## src/rtl/mobilenet_pkg.sv

```systemverilog
`default_nettype none
// ============================================================================
//  Module   : mobilenet_pkg
//  Brief    : Shared FSM encodings and constants for the MobileNet back end.
//  Revision : 1.0
// ============================================================================
package mobilenet_pkg;

    localparam int c_NUM_CLASSES_DEF = 1000;

    typedef enum logic [1:0] {
        ST_IDLE    = 2'd0,
        ST_COLLECT = 2'd1,
        ST_EMIT    = 2'd2
    } state_e;

    // Most-negative two's-complement value of a given width, sign-extended to 64 bits.
    function automatic logic [63:0] neg_min(input int unsigned width);
        return {64{1'b1}} << (width - 1);
    endfunction

endpackage
`default_nettype wire

```

## src/rtl/topk_slot.sv

```systemverilog
`default_nettype none
// ============================================================================
//  Module   : topk_slot
//  Brief    : One entry of the sorted top-K table (valid, score, class index).
//  Revision : 1.0
// ============================================================================
module topk_slot
    import mobilenet_pkg::*;
#(
    parameter int DATA_W = 32,
    parameter int IDX_W  = 10
) (
    input  logic              clk,
    input  logic              rst,
    input  logic              i_clear,
    input  logic              i_accept,
    input  logic              i_ins_here,
    input  logic              i_shift,
    input  logic              i_up_valid,
    input  logic [DATA_W-1:0] i_up_score,
    input  logic [IDX_W-1:0]  i_up_idx,
    input  logic [DATA_W-1:0] i_new_score,
    input  logic [IDX_W-1:0]  i_new_idx,
    output logic              o_valid,
    output logic [DATA_W-1:0] o_score,
    output logic [IDX_W-1:0]  o_idx,
    output logic              o_beaten
);

    localparam logic [63:0]       c_NEG_FULL = neg_min(DATA_W);
    localparam logic [DATA_W-1:0] c_NEG      = c_NEG_FULL[DATA_W-1:0];

    logic              r_valid_q, w_valid_d;
    logic [DATA_W-1:0] r_score_q, w_score_d;
    logic [IDX_W-1:0]  r_idx_q,   w_idx_d;

    always_comb begin
        w_valid_d = r_valid_q;
        w_score_d = r_score_q;
        w_idx_d   = r_idx_q;
        if (i_clear) begin
            w_valid_d = 1'b0;
            w_score_d = c_NEG;
            w_idx_d   = '0;
        end else if (i_accept && i_ins_here) begin
            w_valid_d = 1'b1;
            w_score_d = i_new_score;
            w_idx_d   = i_new_idx;
        end else if (i_accept && i_shift) begin
            w_valid_d = i_up_valid;
            w_score_d = i_up_score;
            w_idx_d   = i_up_idx;
        end
    end

    always_ff @(posedge clk) begin
        if (rst) begin
            r_valid_q <= 1'b0;
            r_score_q <= c_NEG;
            r_idx_q   <= '0;
        end else begin
            r_valid_q <= w_valid_d;
            r_score_q <= w_score_d;
            r_idx_q   <= w_idx_d;
        end
    end

    // Strictly greater: an equal later score never displaces an earlier class.
    assign o_beaten = !r_valid_q || ($signed(i_new_score) > $signed(r_score_q));
    assign o_valid  = r_valid_q;
    assign o_score  = r_score_q;
    assign o_idx    = r_idx_q;

endmodule
`default_nettype wire

```

## src/rtl/mobilenet_topk_classifier.sv

```systemverilog
`default_nettype none
// ============================================================================
//  Module   : mobilenet_topk_classifier
//  Brief    : Streams FC logits into a sorted top-K table, then emits K records.
//  Revision : 1.0
// ============================================================================
module mobilenet_topk_classifier
    import mobilenet_pkg::*;
#(
    parameter int NUM_CLASSES = c_NUM_CLASSES_DEF,
    parameter int DATA_W      = 32,
    parameter int K           = 5,
    parameter int IDX_W       = 10
) (
    input  logic              CLK,
    input  logic              RESET,
    input  logic              start,
    input  logic              in_valid,
    output logic              in_ready,
    input  logic [DATA_W-1:0] in_data,
    input  logic              in_last,
    output logic              out_valid,
    input  logic              out_ready,
    output logic [2:0]        out_rank,
    output logic [IDX_W-1:0]  out_idx,
    output logic [DATA_W-1:0] out_score,
    output logic              out_last,
    output logic              done,
    output logic              err_len,
    output logic [1:0]        fsm_state
);

    localparam logic [IDX_W-1:0] c_LAST_IDX = IDX_W'(NUM_CLASSES - 1);

    state_e            r_state_q, w_state_d;
    logic [IDX_W-1:0]  r_cnt_q,   w_cnt_d;
    logic [2:0]        r_rank_q,  w_rank_d;
    logic              r_err_q,   w_err_d;
    logic              r_done_q,  w_done_d;

    logic              w_accept, w_clear, w_at_last, w_seen;
    logic [K-1:0]      w_valid, w_beaten, w_ins, w_shf;
    logic [K:0]        w_valid_ext;
    logic [DATA_W-1:0] w_score [K];
    logic [IDX_W-1:0]  w_idx   [K];
    logic [DATA_W-1:0] w_sel_score;
    logic [IDX_W-1:0]  w_sel_idx;
    logic              w_sel_last;

    assign in_ready    = (r_state_q == ST_COLLECT);
    assign w_accept    = in_valid && in_ready;
    assign w_clear     = (r_state_q == ST_IDLE) && start;
    assign w_at_last   = (r_cnt_q == c_LAST_IDX);
    assign w_valid_ext = {1'b0, w_valid};

    // First slot the new beat beats takes it; every slot below shifts down.
    always_comb begin
        w_seen = 1'b0;
        w_ins  = '0;
        w_shf  = '0;
        for (int i = 0; i < K; i++) begin
            w_ins[i] = w_beaten[i] && !w_seen;
            w_shf[i] = w_seen;
            w_seen   = w_seen || w_beaten[i];
        end
    end

    for (genvar gi = 0; gi < K; gi++) begin : g_slot
        logic              w_up_valid;
        logic [DATA_W-1:0] w_up_score;
        logic [IDX_W-1:0]  w_up_idx;

        if (gi == 0) begin : g_head
            assign w_up_valid = 1'b0;
            assign w_up_score = '0;
            assign w_up_idx   = '0;
        end else begin : g_body
            assign w_up_valid = w_valid[gi-1];
            assign w_up_score = w_score[gi-1];
            assign w_up_idx   = w_idx[gi-1];
        end

        topk_slot #(
            .DATA_W (DATA_W),
            .IDX_W  (IDX_W)
        ) u_slot (
            .clk         (CLK),
            .rst         (RESET),
            .i_clear     (w_clear),
            .i_accept    (w_accept),
            .i_ins_here  (w_ins[gi]),
            .i_shift     (w_shf[gi]),
            .i_up_valid  (w_up_valid),
            .i_up_score  (w_up_score),
            .i_up_idx    (w_up_idx),
            .i_new_score (in_data),
            .i_new_idx   (r_cnt_q),
            .o_valid     (w_valid[gi]),
            .o_score     (w_score[gi]),
            .o_idx       (w_idx[gi]),
            .o_beaten    (w_beaten[gi])
        );
    end

    always_comb begin
        w_sel_score = '0;
        w_sel_idx   = '0;
        w_sel_last  = 1'b0;
        for (int i = 0; i < K; i++) begin
            if (r_rank_q == 3'(i)) begin
                w_sel_score = w_score[i];
                w_sel_idx   = w_idx[i];
                w_sel_last  = !w_valid_ext[i+1];
            end
        end
    end

    always_comb begin
        w_state_d = r_state_q;
        w_cnt_d   = r_cnt_q;
        w_rank_d  = r_rank_q;
        w_err_d   = r_err_q;
        w_done_d  = 1'b0;
        case (r_state_q)
            ST_IDLE: begin
                if (start) begin
                    w_state_d = ST_COLLECT;
                    w_cnt_d   = '0;
                    w_err_d   = 1'b0;
                end
            end
            ST_COLLECT: begin
                if (w_accept) begin
                    if (!w_at_last) begin
                        w_cnt_d = r_cnt_q + 1'b1;
                    end
                    if (in_last || w_at_last) begin
                        w_state_d = ST_EMIT;
                        w_rank_d  = '0;
                        if (in_last != w_at_last) begin
                            w_err_d = 1'b1;
                        end
                    end
                end
            end
            ST_EMIT: begin
                if (out_ready) begin
                    if (w_sel_last) begin
                        w_state_d = ST_IDLE;
                        w_done_d  = 1'b1;
                    end else begin
                        w_rank_d = r_rank_q + 3'd1;
                    end
                end
            end
            default: w_state_d = ST_IDLE;
        endcase
    end

    always_ff @(posedge CLK) begin
        if (RESET) begin
            r_state_q <= ST_IDLE;
            r_cnt_q   <= '0;
            r_rank_q  <= '0;
            r_err_q   <= 1'b0;
            r_done_q  <= 1'b0;
        end else begin
            r_state_q <= w_state_d;
            r_cnt_q   <= w_cnt_d;
            r_rank_q  <= w_rank_d;
            r_err_q   <= w_err_d;
            r_done_q  <= w_done_d;
        end
    end

    // Record fields are forced to zero outside EMIT so idle outputs stay quiet.
    assign out_valid = (r_state_q == ST_EMIT);
    assign out_rank  = out_valid ? r_rank_q    : 3'd0;
    assign out_idx   = out_valid ? w_sel_idx   : '0;
    assign out_score = out_valid ? w_sel_score : '0;
    assign out_last  = out_valid && w_sel_last;
    assign done      = r_done_q;
    assign err_len   = r_err_q;
    assign fsm_state = r_state_q;

endmodule
`default_nettype wire

```

## config.mk

```make
export PLATFORM = sky130hd
export DESIGN_NAME = mobilenet_topk_classifier
export DESIGN_NICKNAME = d
export VERILOG_FILES = /design/src/rtl/mobilenet_pkg.sv /design/src/rtl/topk_slot.sv /design/src/rtl/mobilenet_topk_classifier.sv
export SDC_FILE = /design/constraint.sdc
export NUM_CORES = 1
export LEC_CHECK = 0
export CAP_MARGIN = 10
export CORE_MARGIN = 5
export CORE_UTILIZATION = 45
export CTS_CLUSTER_SIZE = 20
export DETAILED_ROUTE_END_ITERATION = 10
export PLACE_DENSITY = 0.66
export SYNTH_ARGS = -nofsm -noshare
export SYNTH_HDL_FRONTEND = slang
export SYNTH_SLANG_ARGS = --single-unit
```

## constraint.sdc

```tcl
create_clock -name CLK -period 7.7 [get_ports CLK]
set_input_delay 1.155 -clock CLK [delete_from_list [all_inputs] [get_ports CLK]]
set_output_delay 1.155 -clock CLK [all_outputs]
set_load 0.1 [all_outputs]
```

# Yosys cells after proc, flatten, opt, wreduce, memory -nomap -nowiden
# Index checks and enable logic that the tools add are counted.
classes:
  muxes: 63
  addsub: 2
  reduce_logical: 47
  bitwise_logic: 2
  n_eq_ne: 16
  n_lt_le_gt_ge: 5
op_table:
  columns: ["op", "n"]
  rows:
  - ["2-to-1 mux 32 bit", 14]
  - ["2-to-1 mux 10 bit", 17]
  - ["> comparator 32 bit", 5]
  - ["one-hot mux 10 bit (2 select lines)", 1]
  - ["2-to-1 mux 1 bit", 18]
  - ["logical AND 1 bit", 15]
  - ["2-to-1 mux 3 bit", 5]
  - ["AND reduction 5 bit", 3]
  - ["nonzero test 2 bit", 6]
  - ["adder 10 x 1 -> 10 bit, second input constant", 1]
  - ["equality test 10 bit, second input constant", 1]
  - ["2-to-1 mux 2 bit", 5]
  - ["inequality test 2 x 1 -> 1 bit, second input constant", 5]
  - ["zero test 1 bit", 9]
  - ["logical OR 1 bit", 9]
  - ["equality test 3 x 2 -> 1 bit, second input constant", 2]
  - ["inequality test 2 bit, second input constant", 3]
  - ["one-hot mux 2 bit (3 select lines)", 1]
  - ["one-hot mux 3 bit (2 select lines)", 1]
  - ["AND reduction 4 bit", 1]
  - ["adder 3 x 1 -> 3 bit, second input constant", 1]
  - ["equality test 3 x 1 -> 1 bit, second input constant", 1]
  - ["equality test 3 bit, second input constant", 1]
  - ["zero test 3 bit", 1]
  - ["other kinds (8)", 9]
word_totals:
  wordCells: 155
  reg_bits: 232
  input_bits: 38
  out_inout_bits: 52

# Logic depth before layout (Yosys ltp)
depth:
  depth_word: 9
  ltp_mapped: 13

# Hierarchy
# From an unflattened synthesis, not the netlist that was laid out.
hier_totals:
  cells_unflattened: 2258
  hier_area_um2: 16759.8
by_module_without_submodules:
  columns: ["module", "area_each_um2", "seq_area_each_um2", "instances", "cells_each"]
  rows:
  - ["topk_slot at g_slot[0].u_slot ...", 2765.2, 860.8, 4, 367]
  - ["mobilenet_topk_classifier", 2901.5, 340.3, 1, 424]
  - ["topk_slot at g_slot[4].u_slot", 2797.7, 860.8, 1, 366]

# Worst setup path before layout
# Ideal clock, no wire load.
synth_path:
  path_type: "reg2out"
  startpoint: "reg r_rank_q[0]"
  endpoint: "out out_idx[0]"
  t_required_ps: 6545
  setup_slack_ps: 2460
  t_arrival_ps: 4085
  path_stages_with_launch: 9
  path_cell_list: "dfxtp_1 -> inv_1 -> ha_1 -> nor3b_1 -> clkbuf_1 -> a22oi_1 -> a211oi_1 -> a21oi_1 -> a211oi_1"
synth_via:
  elab_chain_len: 7
synth_lines:
  columns: ["element", "line_no", "text"]
  rows:
  - ["start, declared", "mobilenet_topk_classifier.sv:37", "logic [2:0] r_rank_q, w_rank_d;"]
  - ["start signal, assigned", "mobilenet_topk_classifier.sv:170", "r_rank_q <= w_rank_d;"]
  - ["zero test 3 bit", "mobilenet_topk_classifier.sv:110", "if (r_rank_q == 3'(i)) begin"]
  - ["2-to-1 mux 10 bit (4 in a row)", "mobilenet_topk_classifier.sv:110", null]
  - ["2-to-1 mux 10 bit (*)", "mobilenet_topk_classifier.sv:110", null]
  - ["2-to-1 mux 10 bit (*)", "mobilenet_topk_classifier.sv:179", "assign out_idx = out_valid ? w_sel_idx : '0;"]
  - ["end, declared", "mobilenet_topk_classifier.sv:25", "output logic [IDX_W-1:0] out_idx,"]
# Every way passes the cells marked *; elsewhere a longest branch is shown, timed or not.

# Worst setup path in the final report
layout_path:
  startpoint: "reg r_rank_q[2]"
  endpoint: "out out_score[7]"
layout_via:
  elab_chain_len: 7
layout_lines:
  columns: ["element", "line_no", "text"]
  rows:
  - ["zero test 3 bit", "mobilenet_topk_classifier.sv:110", null]
  - ["2-to-1 mux 32 bit (4 in a row)", "mobilenet_topk_classifier.sv:110", null]
  - ["2-to-1 mux 32 bit (*)", "mobilenet_topk_classifier.sv:110", null]
  - ["2-to-1 mux 32 bit (*)", "mobilenet_topk_classifier.sv:180", "assign out_score = out_valid ? w_sel_score : '0;"]
  - ["end, declared", "mobilenet_topk_classifier.sv:26", "output logic [DATA_W-1:0] out_score,"]
# Marks and branches as above.

==> qor.csv <==
stage,metric,value,unit
worst_hold_path,min_to,g_slot[4].u_slot.o_valid,
critical_path,worst_setup_path_end_kind,primary output,
critical_path,timing.rr.start,g_slot[1].u_slot.o_score[31],
sta,tightest_slew,1.19,ns
route,post-route-drc-count,0,
worst_hold_path,hold_path_class,reg2reg,
placement,port_buffers,89,
cells_and_area,finalNonFillerCells,2415,
critical_path,reg2reg_to,g_slot[4].u_slot.o_idx[9],
route,drt_iter0_drc,1521,
run_status,status,finished clean,
sta,drv_slew,0,
clocking,clock-sinks,232,
die,dieWidth,197,um
sta,setup_viol,0,
synth,ys_ff_latch,232,
route,routed_wl,52000,um
sta,rsz0062_at_grt,no,
worst_hold_path,hold_start,g_slot[4].u_slot.o_valid,
clocking,cts_setup_buffers,0,
placement,place_inst,2363,
sta,setup_total_negative_slack,0,ns
clocking,cts_resized,0,
synth,synth_edf_count,0,
power,seqPwrFrac,0.407,
route,avgRoutedWirePerCell,21.5,um
critical_path,cp-start-kind,register,
placement,place_hpwl,33200,um
synth,yosys_warnings,0,
power,pwr-share-comb,0.148,
die,die_height,197,um
clocking,cts_buffer_depth,3,
global_route,grt_usage,0.261,
synth,synth_nets,2156,
route,dr.pass1.iters,5,
die,start_util,0.456,
power,cellPowerDensity,177,mW/mm^2
cells_and_area,final_core_util,0.516,
global_route,antenna_found_initial,0,
cells_and_area,final_cell_mix,"dfxtp_1 (232), nor2_1 (214), a21oi_1 (208)",
sta,fmax,172,MHz
sta,skew,0.0127,ns
synth,avgSynthCellArea,8.07,um^2
synth,ys_types,65,
job,maxCapViolCount,0,
global_route,grt_max_degree,99,
route,dr_total_vias,15146,
global_route,grt_pass1_wl,82900,um
clocking,cts_tree,yes,
die,die_area,0.0388,mm^2
critical_path,critical_path_arrival,4.65,ns
cells_and_area,drive_gt1_frac,0.0755,
cells_and_area,fin_nets,2143,
die,core,0.0345,mm^2
worst_hold_path,hold_depth,2,
synth,ys.flop_type,dfxtp_1,
clocking,clock_latency,0.56,ns
clocking,cts_hold_buffers,0,
power,leakagePower,6.18,nW
global_route,grt_pass1_vias,14854,
clocking,htree_levels,1,
route,antenna_left,0,
power,swShare,0.280,
cells_and_area,antenna_cells,0,
power,p_sw,0.883,mW
clocking,cts_made_buffers,28,
route,vias_per_cell,6.27,
critical_path,path_class,reg2out,
critical_path,required,6.55,ns
synth,synth_seq_area_share,0.295,
cells_and_area,final_common_cell,dfxtp_1,
critical_path,r2r_slack,2.87,ns
cells_and_area,syn2layout_area_growth,13.2,%
global_route,grt-ovfl-total,0,
sta,relSlewSlack,0.208,
sta,period_needed,5.80,ns
synth,netlist_area,0.0158,mm^2
die,pin_count,90,
die,num_rows,68,
power,clock_power_share,0.445,
sta,post-route-period-util,0.753,
power,p_int,2.27,mW
placement,finalWeightedCongestion,0.927,
sta,hold_violations,0,
synth,async_reset_ff_frac,0,
clocking,clkTransAtPathRegs,0.06,ns
power,irDropWorstVdd,0.180,mV
synth,synthCells,1951,
critical_path,r2r_cells,12,
power,power.total,3.15,mW
clocking,clock-root-buffer,clkbuf_16,
critical_path,cp_max_fo,52,
-- sequential cells by signal, indices dropped and copies added, names as in the netlist --
name and cells:
done 1, err_len 1, fsm_state 2, g_slot.u_slot.o_idx 50, g_slot.u_slot.o_score 160, g_slot.u_slot.o_valid 5
r_cnt_q 10, r_rank_q 3
-- cell usage after synthesis (3+ instances only) --
cell / n / area (um^2)
buf_2: 24 / 120
clkbuf_1: 116 / 435
a21oi_1: 208 / 1040
a22oi_1: 45 / 338
or3_1: 42 / 263
and3_1: 4 / 25.0
a221o_1: 3 / 30.0
nand2_1: 55 / 206
a31oi_1: 34 / 213
o221a_1: 40 / 450
dfxtp_1: 232 / 4640
o21a_1: 12 / 90.1
o221a_2: 42 / 473
buf_6: 3 / 33.8
a211oi_1: 130 / 976
nor2b_1: 8 / 50.1
a31o_2: 3 / 26.3
ha_1: 167 / 2090
o21ai_0: 108 / 541
and2_1: 3 / 18.8
nor4_1: 42 / 263
nand3b_1: 3 / 22.5
nor2_1: 217 / 815
o221ai_1: 3 / 26.3
buf_4: 6 / 45.0
o211ai_1: 5 / 37.5
buf_1: 8 / 30.0
and4_1: 5 / 43.8
nor3_1: 9 / 45.0
nand3_1: 19 / 95.1
nand2b_1: 7 / 43.8
inv_1: 171 / 642
mux2i_1: 82 / 821
nand4_1: 38 / 238
xor2_1: 5 / 43.8
a221oi_1: 3 / 26.3
nor3b_1: 3 / 22.5
a21o_1: 12 / 90.1
-- stage by stage --
stage               hold WS, ns  area [um^2]  setup WS, ns
finish                    0.486        17800          1.90
global route              0.521        17800          1.67
CTS                       0.483        17800          1.86
detailed placement        0.469        16800          1.52
global placement          0.465        16800          1.64
floorplan                 0.450        15800          2.46
-- kinds of logic after synthesis --
kind of cell | count (synthesis) | share of synthesized area
adders and majority gates | 167 | 0.133
and+or+nand+nor | 464 | 0.142
buffers and inverters | 328 | 0.0829
AOI/OAI and AO/OA | 669 | 0.290
DFF | 232 | 0.295
muxes | 84 | 0.0535
xor gates and xnor gates | 7 | 0.00389
-- metal layers --
layer,track usage,vias to the layer above,routed length (um)
li1,-,7190,-
met1,0.357,7238,22900
met2,0.432,623,24000
met3,0.0382,95,3740
met4,0.0729,0,1310
met5,0,-,0
-- layout make-up --
class	instances	area [um^2]
Clock buffer	42	873
Clock inverter	10	114
Fill cell	3315	16700
Inverter	171	642
Multi-Input combinational cell	1391	9900
Sequential cell	232	4640
Tap cell	455	569
Timing Repair Buffer	114	1090
-- worst max path at each step --
stage	from	endpoint	slack, ns	cells after the start
floorplan	r_rank_q[0]	out_idx[0]	2.46	8
global placement	in_data[17]	g_slot[4].u_slot.o_idx[9]	1.64	12
detailed placement	in_data[17]	g_slot[4].u_slot.o_idx[9]	1.52	12
CTS	r_rank_q[2]	out_score[7]	1.86	8
global route	r_rank_q[2]	out_score[7]	1.67	8
finish	r_rank_q[2]	out_score[7]	1.90	8
-- power groups by stage --
| stage | combinational [mW] | clock (mW) | sequential, mW |
|---|---|---|---|
| after global placement | 0.447 | 0 | 1.31 |
| after detailed placement | 0.459 | 0 | 1.31 |
| final | 0.466 | 1.40 | 1.28 |
| after global routing | 0.516 | 1.48 | 1.29 |
| after floorplan | 0.303 | 0 | 1.30 |
| after CTS | 0.462 | 1.42 | 1.28 |
-- critical path, stage by stage, from the launching register on --
cell and delay [ns]:
dfxtp_1 0.50, inv_1 0.17, nand2_2 0.82, buf_4 0.51, nor2_1 0.08, a211oi_1 0.24
a21oi_1 0.08, a211oi_1 0.43, clkdlybuf4s50_1 1.22
Power figures use the tool's default switching activity.
